$ cat src/rtl/uart_tx_fifo_bridge.sv
// Circular FIFO between a byte producer and the UART transmitter.
// Words leave one at a time once a drain is triggered (threshold, flush or idle timeout).
module uart_tx_fifo_bridge #(
  parameter int DATA_W       = 8,
  parameter int DEPTH        = 16,
  parameter int BURST_THRESH = 1,
  parameter int IDLE_TIMEOUT = 0
) (
  input  logic                       clk,
  input  logic                       rst,
  input  logic                       in_dv,
  input  logic [DATA_W-1:0]          in_byte,
  input  logic                       flush,
  input  logic                       tx_busy,
  input  logic                       tx_done,
  output logic                       tx_dv,
  output logic [DATA_W-1:0]          tx_byte,
  output logic [$clog2(DEPTH):0]     count,
  output logic                       full,
  output logic                       empty,
  output logic                       overflow
);

  localparam int PTR_W = $clog2(DEPTH);
  localparam int CNT_W = PTR_W + 1;
  localparam int TMR_W = (IDLE_TIMEOUT > 0) ? $clog2(IDLE_TIMEOUT + 1) : 1;

  typedef enum logic {IDLE, WAIT_DONE} state_t;

  state_t state, state_next;

  logic [DATA_W-1:0] mem [DEPTH];
  logic [PTR_W-1:0]  wr_ptr, rd_ptr;
  logic [TMR_W-1:0]  idle_timer;
  logic              draining;
  logic              timer_expired;
  logic              drain_req;
  logic              pop;
  logic              wr_en;

  assign full  = (count == CNT_W'(DEPTH));
  assign empty = (count == '0);

  // The trigger terms are folded in combinationally so a pop can happen on the
  // same edge that would otherwise only set the draining latch.
  assign timer_expired = (IDLE_TIMEOUT != 0) && (idle_timer == TMR_W'(IDLE_TIMEOUT));
  assign drain_req     = draining || (count >= CNT_W'(BURST_THRESH)) ||
                         (flush && !empty) || timer_expired;
  assign wr_en         = in_dv && (!full || pop);

  always_ff @(posedge clk) begin
    if (rst) state <= IDLE;
    else     state <= state_next;
  end

  always_comb begin
    state_next = state;
    case (state)
      IDLE:      if (pop)     state_next = WAIT_DONE;
      WAIT_DONE: if (tx_done) state_next = IDLE;
      default:                state_next = IDLE;
    endcase
  end

  always_comb begin
    pop = 1'b0;
    if (state == IDLE) pop = drain_req && !empty && !tx_busy;
  end

  always_ff @(posedge clk) begin
    if (rst) begin
      wr_ptr     <= '0;
      rd_ptr     <= '0;
      count      <= '0;
      draining   <= 1'b0;
      idle_timer <= '0;
      overflow   <= 1'b0;
      tx_dv      <= 1'b0;
      tx_byte    <= '0;
    end else begin
      tx_dv <= pop;
      if (pop) begin
        tx_byte <= mem[rd_ptr];
        rd_ptr  <= rd_ptr + PTR_W'(1);
      end
      if (wr_en) wr_ptr <= wr_ptr + PTR_W'(1);
      else if (in_dv) overflow <= 1'b1;

      case ({wr_en, pop})
        2'b10:   count <= count + CNT_W'(1);
        2'b01:   count <= count - CNT_W'(1);
        default: count <= count;
      endcase

      // Only a pop that really empties the FIFO ends the drain.
      if (pop && !wr_en && count == CNT_W'(1)) draining <= 1'b0;
      else                                     draining <= drain_req;

      if (wr_en || empty) idle_timer <= '0;
      else if (idle_timer != TMR_W'(IDLE_TIMEOUT)) idle_timer <= idle_timer + TMR_W'(1);
    end
  end

  always_ff @(posedge clk) begin
    if (wr_en) mem[wr_ptr] <= in_byte;
  end

endmodule

$ cat config.mk
export PLATFORM = sky130hd
export DESIGN_NAME = uart_tx_fifo_bridge
export DESIGN_NICKNAME = d
export VERILOG_FILES = /design/src/rtl/uart_tx_fifo_bridge.sv
export SDC_FILE = /design/constraint.sdc
export NUM_CORES = 1
export LEC_CHECK = 0
export ABC_AREA = 1
export CAP_MARGIN = 15
export CORE_UTILIZATION = 59
export DETAILED_ROUTE_END_ITERATION = 8
export DONT_BUFFER_PORTS = 1
export PLACE_DENSITY = 0.75
export SETUP_SLACK_MARGIN = 0.05
export SYNTH_ARGS = -nofsm -noshare
export SYNTH_HDL_FRONTEND = slang
export SYNTH_SLANG_ARGS = --single-unit
$ cat constraint.sdc
create_clock -name clk -period 4.9 [get_ports clk]
set_input_delay 0.98 -clock clk [delete_from_list [all_inputs] [get_ports clk]]
set_output_delay 0.98 -clock clk [all_outputs]
set_load 0.02 [all_outputs]
==> impl_results.md <==
- Main combinational cell family by area after synthesis: simple AND/OR/NAND/NOR gates
- Outcome: completed
- Mapped Nets: around 600
- Hold_buf cts: 0
- Headroom to the max-slew limit: 0.264
- Worst vdd ir: approximately 0.00037 V
- Mapped cell area: between 6000 and 7000 um^2
- Max Slew Vio Count: 0
- Clock buffer depth: 2
- RePlAce Congestion: 0.884
- Fillers: around 770
- Setup_tns: 0 ns
- Post-CTS resize count: 0
- Core area: 10500 um^2
- Vias/cell: just over 6
- Avg Inst Size Synth: between 10 and 15 um^2
- CP Max Fanout: 20
- Setup CP Type: reg -> reg
- Post-synthesis cell count: ~580
- Crit-path slowest cell: nor3_1
- Sequential area share after synthesis: 0.672
- Crit path top cell by count: nand2_2
- Mux contribution to synthesized area: 0
- 1st-iter DRT viols: 540
- Final wirelength: roughly 15000 um
- Ys Warns: 0
- Leak: around 2.4 nW
- Worst-path cell chain: inv_1 > ha_1 > nand3_2 > nand2_2 > nand3_4 > nand2_4 > nand2_2 > nand2_1 > nor3_1
- Largest stage delay, worst path: 1.06 ns
- Initial Utilization: 0.618
- Pre-CTS WS: between 1 and 1.5 ns
- Final Hold Fails: 0
- Clk_skew: approximately 0.006 ns
- ANT cells: 0
- Clock-pin slew on the worst setup and hold paths: around 0.060 ns
- Least-Margin Pin Slew: 1.10 ns
- Final Setup Violations: 0
- Unrepaired setup endpoints after global routing: no
- CTS root buffer: clkbuf_8
- Final core utilization: 0.677
- Remaining DRCs: 0
- Worst Path Required: around 5.1 ns
- Synth Area in Simple Gates: 0.147
- # port buffers: 0
- Nets: about 590
- Pwr dens: around 520 nW/um^2
- Final antenna-violating net count: 0
- DP Wirelength: around 9000 um
- Yosys reg bits: ~150
- Core Rows: 37
- Drt first pass iters: 7
- Vias in the first global route: 4284
- Complex-gate fraction of the synthesized area: 0.106
- Area grow syn2layout: 9.46%
- Clock Sinks: ~150
- Number of buffers created by CTS: 17
- HP Class: reg -> reg
- Fmax achieved: 288 MHz
- Synth Area in Adders: 0.0174
- Worst Hold Slack: around 0.49 ns
- Share of cells above drive strength 1: 0.0843
- Chip width: ~110 um
- DR WL/cell: ~20 um
- Total gr overflow: 0
- Initial antenna violation count: 0
- Pin count of the biggest net entering global routing: 68
- First-pass GRT wire length: roughly 22000 um
- CTS tree: built
- Startpoint types: flop
- Crit path arrival time: ~3.6 ns
- Final Critical Period: about 3.5 ns
- Full die area: about 11000 um^2
- I/O Pins: 31
- Xor and xnor area share after synthesis: 0.0122
- # Max-Cap Violations: 0
- Element type at the critical path end: flop
- Setup bufs post-CTS: 0
- Fin crit share: 0.709
- Via count: between 4000 and 5000
- Post-layout worst setup margin: 1.43 ns
- Count of cell types in the netlist: 29
- Die H: 107 um
- Worst skew pair latency: about 0.53 ns
- GR Util All Layers: 0.274
- Htree depth: 4
[critical path: cells and delay by family, from the launching register on]
family / cells / cell delay (ns)
simple gates: 7 / 2.14
buf+inv: 1 / 0.16
fa+ha+maj: 1 / 0.25
flops: 1 / 0.54
[flip-flops by register name (all words and copies together) (netlist names), 4 cells and up]
signal / count
tx_byte: 8
count: 5
wr_ptr: 4
mem: 128
rd_ptr: 4
[synthesized netlist by cell type]
cell type | count | area share
a21oi_1 | 13 | 0.010
buf_2 | 6 | 0.0046
buf_4 | 1 | 0.0012
buf_6 | 2 | 0.0035
buf_8 | 1 | 0.0023
clkbuf_1 | 22 | 0.013
clkinv_1 | 1 | 0.00058
dfxtp_1 | 25 | 0.077
edfxtp_1 | 128 | 0.59
ha_1 | 9 | 0.017
inv_1 | 31 | 0.018
inv_2 | 2 | 0.0012
inv_4 | 1 | 0.00097
nand2_1 | 41 | 0.024
nand2_2 | 3 | 0.0029
nand2_4 | 1 | 0.0017
nand3_1 | 35 | 0.027
nand3_2 | 2 | 0.0031
nand3_4 | 2 | 0.0054
nand4_1 | 3 | 0.0029
nor2_1 | 114 | 0.066
nor2_2 | 2 | 0.0019
nor3_1 | 16 | 0.012
o211ai_1 | 30 | 0.035
o21a_1 | 1 | 0.0012
o21ai_0 | 71 | 0.055
o221ai_1 | 3 | 0.0041
o22ai_1 | 1 | 0.00097
xor2_1 | 9 | 0.012
[worst paths after layout]
| kind | from | to | slack, ns | cells past startpoint |
|---|---|---|---|---|
| worst min register to register | wr_ptr[3]$_SDFFE_PP0P_ | wr_ptr[3]$_SDFFE_PP0P_ | 0.49 | 2 |
| worst max-delay path | count[0]$_SDFFE_PP0P_ | mem[10][6]$_DFFE_PP_ | 1.43 | 9 |
| worst min-delay path | wr_ptr[3]$_SDFFE_PP0P_ | wr_ptr[3]$_SDFFE_PP0P_ | 0.49 | 2 |
| worst max register to register | count[0]$_SDFFE_PP0P_ | mem[10][6]$_DFFE_PP_ | 1.43 | 9 |
[report_power, final]
| group | switching (mW) | internal, mW | leakage (nW) | total (mW) |
|---|---|---|---|---|
| clock network | 0.483 | 0.738 | 0.274 | 1.22 |
| logic | 0.562 | 0.266 | 0.813 | 0.828 |
| registers | 0.156 | 1.48 | 1.36 | 1.64 |
| total | 1.20 | 2.49 | 2.45 | 3.69 |
[layout by cell type (no fill, tap or decap)]
master | netlist | routed
o221ai_1 | 3 | 3
nand3_2 | 2 | 2
dfxtp_1 | 25 | 23
nand2_4 | 1 | 1
clkinv_2 | 0 | 4
dfxtp_2 | 0 | 2
inv_4 | 1 | 1
clkbuf_16 | 0 | 16
nor2_1 | 114 | 114
clkinv_1 | 1 | 1
a21oi_1 | 13 | 13
nand3_1 | 35 | 35
nor3_1 | 16 | 16
edfxtp_1 | 128 | 128
o211ai_1 | 30 | 30
clkbuf_1 | 22 | 3
nand2_1 | 41 | 41
buf_4 | 1 | 2
inv_1 | 31 | 31
nand2_2 | 3 | 3
inv_2 | 2 | 2
nor2_2 | 2 | 2
nand4_1 | 3 | 3
clkbuf_8 | 0 | 6
bufinv_16 | 0 | 1
o21ai_0 | 71 | 71
o22ai_1 | 1 | 1
clkinvlp_4 | 0 | 2
nand3_4 | 2 | 2
clkbuf_4 | 0 | 3
o21a_1 | 1 | 1
xor2_1 | 9 | 9
ha_1 | 9 | 9
[stage by stage]
| stage | instances | total power, mW | instance area, um^2 |
|---|---|---|---|
| 6_report | 717 | 3.69 | 7080 |
| 2_1_floorplan | 576 | 2.31 | 6470 |
| 4_1_cts | 714 | 3.69 | 7060 |
| 3_5_place_dp | 682 | 2.48 | 6500 |
| 3_3_place_gp | 682 | 2.46 | 6500 |
| 5_1_grt | 717 | 3.86 | 7080 |
[cell type report]
cell class              count  area, um^2  area share
repair buffers              5        37.5     0.00530
inverters                  35         134      0.0189
clock buffers              25         494      0.0698
clock inverters             7        65.1     0.00919
multi-input cells         356        1830       0.259
well taps                 136         170      0.0240
flip-flops and latches    153        4350       0.614
[cells by family after synthesis]
family | after synthesis
xor+xnor | 9
fa+ha+maj | 9
flops | 153
simple gates | 219
buf+inv | 67
compound gates | 119
[metal layers]
layer | track usage | wire length, um | vias up
met3 | 0.0748 | 1450 | 51
met2 | 0.431 | 7140 | 282
li1 | - | - | 2022
met1 | 0.345 | 5510 | 2061
met5 | 0 | 0 | -
met4 | 0.152 | 523 | 0
Power figures use the tool's default switching activity.
